$ cat src/rtl/dmem_line_bridge.sv
// Data-cache to word-wide SRAM bridge: line-read bursts for load misses, single-word write-through for stores.
// Optional critical-word-first issue order is enabled by defining DMEM_BRIDGE_CWF_EN.
module dmem_line_bridge #(
  parameter int unsigned WORD       = 32,
  parameter int unsigned LINE_WORDS = 4,
  parameter int unsigned SRAM_AW    = 14,
  parameter int unsigned RD_LATENCY = 1
) (
  input  logic                          clk,
  input  logic                          rst,
  input  logic                          mem_valid,
  input  logic                          mem_for_store,
  input  logic [WORD-1:0]               mem_addr,
  input  logic [WORD-1:0]               mem_wdata,
  output logic                          mem_ready,
  output logic                          mem_last,
  output logic [$clog2(LINE_WORDS)-1:0] mem_beat_idx,
  output logic [WORD-1:0]               mem_rdata,
  output logic                          sram_en,
  output logic                          sram_we,
  output logic [SRAM_AW-1:0]            sram_addr,
  output logic [WORD-1:0]               sram_wdata,
  input  logic [WORD-1:0]               sram_rdata
);

  localparam int unsigned OFFW = $clog2(LINE_WORDS);
  localparam int unsigned LAT  = RD_LATENCY;
  localparam logic [OFFW-1:0] LAST_OFF = OFFW'(LINE_WORDS - 1);

  localparam logic [2:0] ST_IDLE     = 3'd0;
  localparam logic [2:0] ST_RD_ISSUE = 3'd1;
  localparam logic [2:0] ST_RD_DRAIN = 3'd2;
  localparam logic [2:0] ST_WR       = 3'd3;
  localparam logic [2:0] ST_DONE     = 3'd4;

  logic [2:0]         r_state;
  logic [2:0]         w_state_nx;
  logic [OFFW-1:0]    r_iss_cnt;
  logic [OFFW-1:0]    w_iss_cnt_nx;
  logic               r_sram_en;
  logic               w_sram_en_nx;
  logic               r_sram_we;
  logic               w_sram_we_nx;
  logic [SRAM_AW-1:0] r_sram_addr;
  logic [SRAM_AW-1:0] w_sram_addr_nx;
  logic [WORD-1:0]    r_sram_wdata;
  logic [WORD-1:0]    w_sram_wdata_nx;

  // Return pipe: stage LAT-1 is the beat presented to the cache this cycle.
  logic [LAT-1:0]     r_pv;
  logic [LAT-1:0]     r_pl;
  logic [OFFW-1:0]    r_pidx [LAT];

  logic [SRAM_AW-1:0] w_wa;
  logic [OFFW-1:0]    w_first_off;
  logic               w_issue;
  logic               w_wr_beat;
  logic               w_unused;

  assign w_wa      = mem_addr[SRAM_AW+1:2];
  assign w_issue   = (r_state == ST_RD_ISSUE);
  assign w_wr_beat = (r_state == ST_IDLE) && mem_valid && mem_for_store;
  assign w_unused  = ^{mem_addr[WORD-1:SRAM_AW+2], mem_addr[1:0]};

`ifdef DMEM_BRIDGE_CWF_EN
  assign w_first_off = w_wa[OFFW-1:0];
`else
  assign w_first_off = '0;
`endif

  always_ff @(posedge clk or posedge rst) begin
    if (rst) r_state <= ST_IDLE;
    else     r_state <= w_state_nx;
  end

  // Next state plus next-cycle SRAM command; offsets advance mod LINE_WORDS by natural wrap.
  always_comb begin
    w_state_nx      = r_state;
    w_iss_cnt_nx    = r_iss_cnt;
    w_sram_en_nx    = 1'b0;
    w_sram_we_nx    = 1'b0;
    w_sram_addr_nx  = '0;
    w_sram_wdata_nx = '0;
    case (r_state)
      ST_IDLE: begin
        if (mem_valid) begin
          w_iss_cnt_nx = '0;
          w_sram_en_nx = 1'b1;
          if (mem_for_store) begin
            w_state_nx      = ST_WR;
            w_sram_we_nx    = 1'b1;
            w_sram_addr_nx  = w_wa;
            w_sram_wdata_nx = mem_wdata;
          end else begin
            w_state_nx     = ST_RD_ISSUE;
            w_sram_addr_nx = {w_wa[SRAM_AW-1:OFFW], w_first_off};
          end
        end
      end
      ST_RD_ISSUE: begin
        if (r_iss_cnt == LAST_OFF) begin
          w_state_nx = ST_RD_DRAIN;
        end else begin
          w_iss_cnt_nx   = r_iss_cnt + OFFW'(1);
          w_sram_en_nx   = 1'b1;
          w_sram_addr_nx = {r_sram_addr[SRAM_AW-1:OFFW], r_sram_addr[OFFW-1:0] + OFFW'(1)};
        end
      end
      ST_RD_DRAIN: begin
        if (r_pv[LAT-1] && r_pl[LAT-1]) w_state_nx = ST_DONE;
      end
      ST_WR:   w_state_nx = ST_DONE;
      ST_DONE: w_state_nx = ST_IDLE;
      default: w_state_nx = ST_IDLE;
    endcase
  end

  always_ff @(posedge clk or posedge rst) begin
    if (rst) begin
      r_iss_cnt    <= '0;
      r_sram_en    <= 1'b0;
      r_sram_we    <= 1'b0;
      r_sram_addr  <= '0;
      r_sram_wdata <= '0;
    end else begin
      r_iss_cnt    <= w_iss_cnt_nx;
      r_sram_en    <= w_sram_en_nx;
      r_sram_we    <= w_sram_we_nx;
      r_sram_addr  <= w_sram_addr_nx;
      r_sram_wdata <= w_sram_wdata_nx;
    end
  end

  // Store beats are injected straight into the output stage, which is empty whenever IDLE accepts.
  always_ff @(posedge clk or posedge rst) begin
    if (rst) begin
      r_pv <= '0;
      r_pl <= '0;
      for (int i = 0; i < int'(LAT); i++) r_pidx[i] <= '0;
    end else begin
      r_pv[0]   <= w_issue;
      r_pl[0]   <= w_issue && (r_iss_cnt == LAST_OFF);
      r_pidx[0] <= w_issue ? r_sram_addr[OFFW-1:0] : '0;
      for (int i = 1; i < int'(LAT); i++) begin
        r_pv[i]   <= r_pv[i-1];
        r_pl[i]   <= r_pl[i-1];
        r_pidx[i] <= r_pidx[i-1];
      end
      if (w_wr_beat) begin
        r_pv[LAT-1]   <= 1'b1;
        r_pl[LAT-1]   <= 1'b1;
        r_pidx[LAT-1] <= w_wa[OFFW-1:0];
      end
    end
  end

  assign mem_ready    = r_pv[LAT-1];
  assign mem_last     = r_pl[LAT-1];
  assign mem_beat_idx = r_pidx[LAT-1];
  assign mem_rdata    = (r_pv[LAT-1] && (r_state != ST_WR)) ? sram_rdata : '0;
  assign sram_en      = r_sram_en;
  assign sram_we      = r_sram_we;
  assign sram_addr    = r_sram_addr;
  assign sram_wdata   = r_sram_wdata;

endmodule
$ cat config.mk
export PLATFORM = sky130hd
export DESIGN_NAME = dmem_line_bridge
export DESIGN_NICKNAME = d
export VERILOG_FILES = /design/src/rtl/dmem_line_bridge.sv
export SDC_FILE = /design/constraint.sdc
export NUM_CORES = 1
export LEC_CHECK = 0
export CAP_MARGIN = 10
export CORE_ASPECT_RATIO = 0.5
export CORE_MARGIN = 2
export CORE_UTILIZATION = 34
export CTS_CLUSTER_SIZE = 30
export DETAILED_ROUTE_END_ITERATION = 10
export PLACE_DENSITY_LB_ADDON = 0.3
export SYNTH_ARGS = -nofsm -noshare
export SYNTH_HDL_FRONTEND = slang
export SYNTH_SLANG_ARGS = --single-unit
$ cat constraint.sdc
create_clock -name clk -period 4.9 [get_ports clk]
set_clock_uncertainty 0.15 [all_clocks]
set_input_delay 0.98 -clock clk [delete_from_list [all_inputs] [get_ports clk]]
set_output_delay 0.98 -clock clk [all_outputs]
set_load 0.05 [all_outputs]
==> qor.csv <==
stage,metric,value,unit
clock_tree,clockBufferDepth,2,
run_status,outcome,completed,
finish,fin_util,69.3,%
timing,setup_viol,0,
global_route,grt_pass1_wl,8.95,mm
power_and_ir_drop,p_switching,1.09,mW
power_and_ir_drop,powerDensity,610,nW/um2
logic_synthesis,synth_area_per_cell,13.0,um2
timing,setup_tns,0,ps
critical_path,max_stage_delay,800,ps
timing,max_freq,286,MHz
global_route,grt_pass1_vias,1812,
critical_path,ff2ff_setup_slack,2690,ps
clock_tree,cts_made_buffers,9,
critical_path,crit_fanout,1,
floorplanning,die_w,118,um
floorplanning,start_util,35.6,%
logic_synthesis,syn_inst,169,
clock_tree,ctsHtreeMaxLevel,3,
finish,num-nets-final,437,
critical_path,crit_top_cell,clkdlybuf4s50_1,
detailed_routing,initialDrtViolationCount,55,
power_and_ir_drop,ir_drop,0.293,mV
placed_design,dpl.hpwl,4.52,mm
clock_tree,path_clk_slew,50,ps
critical_path,startpoint,sram_rdata[5],
clock_tree,clkSinkCount,57,
critical_path,crit_type,in -> out,
power_and_ir_drop,netSwitchingFraction,41.9,%
floorplanning,die_h,60.8,um
power_and_ir_drop,leakage,1.99,nW
logic_synthesis,synth_seq_area_share,65.1,%
clock_tree,cts_root_buf,clkbuf_16,
timing,period_share,71.3,%
critical_path,path_cells,clkdlybuf4s50_1 -> and2_1 -> clkdlybuf4s50_1,
critical_path,worstPathArrival,2360,ps
floorplanning,fp.dieArea,7140,um2
detailed_routing,drc_errors,0,
timing,maxSlewViolCount,0,
timing,setup_slack,1410,ps
critical_path,slowest_stage,clkdlybuf4s50_1,
global_route,gr-usage-all-layers,16.6,%
floorplanning,io-pin-count,184,
critical_path,critPathRequiredTime,3770,ps
placed_design,gp_congestion,0.735,
power_and_ir_drop,pwr-share-comb,49.7,%
timing,tightest_slew,927,ps
finish,synthToLayoutAreaGrowth,94.5,%
placed_design,port_buffers,165,
floorplanning,core,6160,um2
hold_path,min_path_type,reg -> reg,
clock_tree,cts_setup_buffers,0,
detailed_routing,wirelength,5.97,mm
flow_run,maxCapViolCount,0,
timing,fin_crit,3490,ps
timing,rsz0062_at_grt,false,
floorplanning,rows,20,
power_and_ir_drop,intPower,1.51,mW
clock_tree,clock_latency,310,ps
logic_synthesis,synth-seq-cells,57,
finish,drive_gt1_share,7.04,%
global_route,antenna_found_initial,0,
critical_path,cp-start-kind,input pin,
global_route,overflow,0,
logic_synthesis,synth.cell_area,2190,um2
clock_tree,postCtsHoldBufs,0,
clock_tree,cts_resized,0,
detailed_routing,ant_nets,0,
critical_path,endpoint_kind,primary output,
power_and_ir_drop,seq_power_share,24.4,%
placed_design,dp_slack,1400,ps
timing,slew_headroom,37.9,%
critical_path,timing.rr.start,r_iss_cnt[0],
critical_path,r2r-end,r_iss_cnt[0],
power_and_ir_drop,p_clk_share,25.8,%
detailed_routing,via_per_inst,4.39,
critical_path,r2r_cells,4,
detailed_routing,vias,1882,
clock_tree,cts_tree,done,
timing,hold_viol_final,0,
critical_path,crit_end,mem_rdata[5],
logic_synthesis,ys_warn_count,0,
global_route,grt_max_degree,58,
logic_synthesis,ys_types,21,
detailed_routing,drt-pass1-iter-count,4,
logic_synthesis,syn_nets,270,
finish,antennaDiodeCount,0,
detailed_routing,routedWlPerCell,13.9,um
## worst max-delay path, delay by kind of cell
| family | cells | cell delay, ps |
|---|---|---|
| buffers and inverters | 2 | 1260 |
| AND/OR/NAND/NOR | 1 | 120 |
## logic make-up after synthesis
group	count (synthesis)	synth area share [%]
adders and majority gates	1	0.571
muxes	1	0.514
buffers and inverters	16	3.20
AOI/OAI and AO/OA	21	8.16
xor gates and xnor gates	1	0.400
and+or+nand+nor	72	22.1
DFF	57	65.1
## flip-flops by register name (all words and copies together) (netlist names)
name and count:
r_state 3, mem_last 1, sram_wdata 32, sram_addr 14, mem_ready 1, r_iss_cnt 2
mem_beat_idx 2, sram_en 1, sram_we 1
## layout by cell type (no fill, tap or decap), types with 2 or more instances in the layout
cell type        synthesis  final
clkdlybuf4s50_1          0    165
dfrtp_1                 57     57
and2_1                  33     33
and3_1                  32     32
a22o_1                  17     17
clkbuf_16                0      9
inv_1                    4      3
nor4b_4                  2      2
nor2b_1                  2      2
clkinv_2                 0      2
bufinv_16                0      2
clkbuf_8                 0      2
buf_4                    1      2
## Yosys cell counts, drive strengths merged
library cell | n | share of area, %
a21boi | 1 | 0.34
nor3b | 1 | 0.34
ha | 1 | 0.57
nor4b | 2 | 2.2
inv | 4 | 0.68
and3 | 32 | 9.1
a21o | 1 | 0.34
buf | 3 | 0.80
mux2 | 1 | 0.51
a22o | 17 | 6.8
and2 | 33 | 9.4
or2 | 1 | 0.29
dfrtp | 57 | 65
nor2b | 2 | 0.57
a221o | 1 | 0.46
a21oi | 1 | 0.23
clkbuf | 9 | 1.7
xor2 | 1 | 0.40
nor2 | 1 | 0.17
## stage by stage
step	hold WS (ps)	std cells	instance area [um2]	power, mW
finish	355	429	4260	2.60
global route	372	429	4260	2.71
CTS	357	428	4240	2.62
detailed placement	342	412	3910	1.94
global placement	337	412	3910	1.92
floorplan	320	169	2190	1.50
## how the worst min path moves through the flow
stage	start	end	slack, ps	depth (start not counted)
final	sram_addr[2]	sram_addr[2]	350	1
after global routing	sram_addr[8]	sram_addr[8]	370	1
after CTS	sram_addr[3]	sram_addr[3]	360	1
after detailed placement	sram_addr[2]	sram_addr[2]	340	1
after global placement	r_iss_cnt[1]	r_iss_cnt[1]	340	1
after floorplan	r_iss_cnt[1]	r_iss_cnt[1]	320	1
## power groups by stage
| stage | combinational (mW) | clock (mW) | sequential, mW |
|---|---|---|---|
| global route | 1.35 | 0.710 | 0.649 |
| floorplan | 0.556 | 0 | 0.940 |
| global placement | 1.28 | 0 | 0.640 |
| CTS | 1.30 | 0.683 | 0.637 |
| detailed placement | 1.30 | 0 | 0.644 |
| finish | 1.29 | 0.672 | 0.636 |
## final cells by class
class / count / area (um2)
fill: 460 / 1890
timing repair buffer: 168 / 1690
sequential: 57 / 1430
multi-input combinational: 96 / 696
clock buffer: 11 / 253
tap: 88 / 110
clock inverter: 5 / 77.6
inverter: 4 / 15.0
## routing by layer
metal  GRT usage [%]  share of wire, %  wire length [um]
met3            7.61               7.1               422
met5               0                 0                 0
met2            30.0                53              3150
met1            18.2                39              2360
met4            5.16              0.64                38
(Power assumes the default switching activity.)
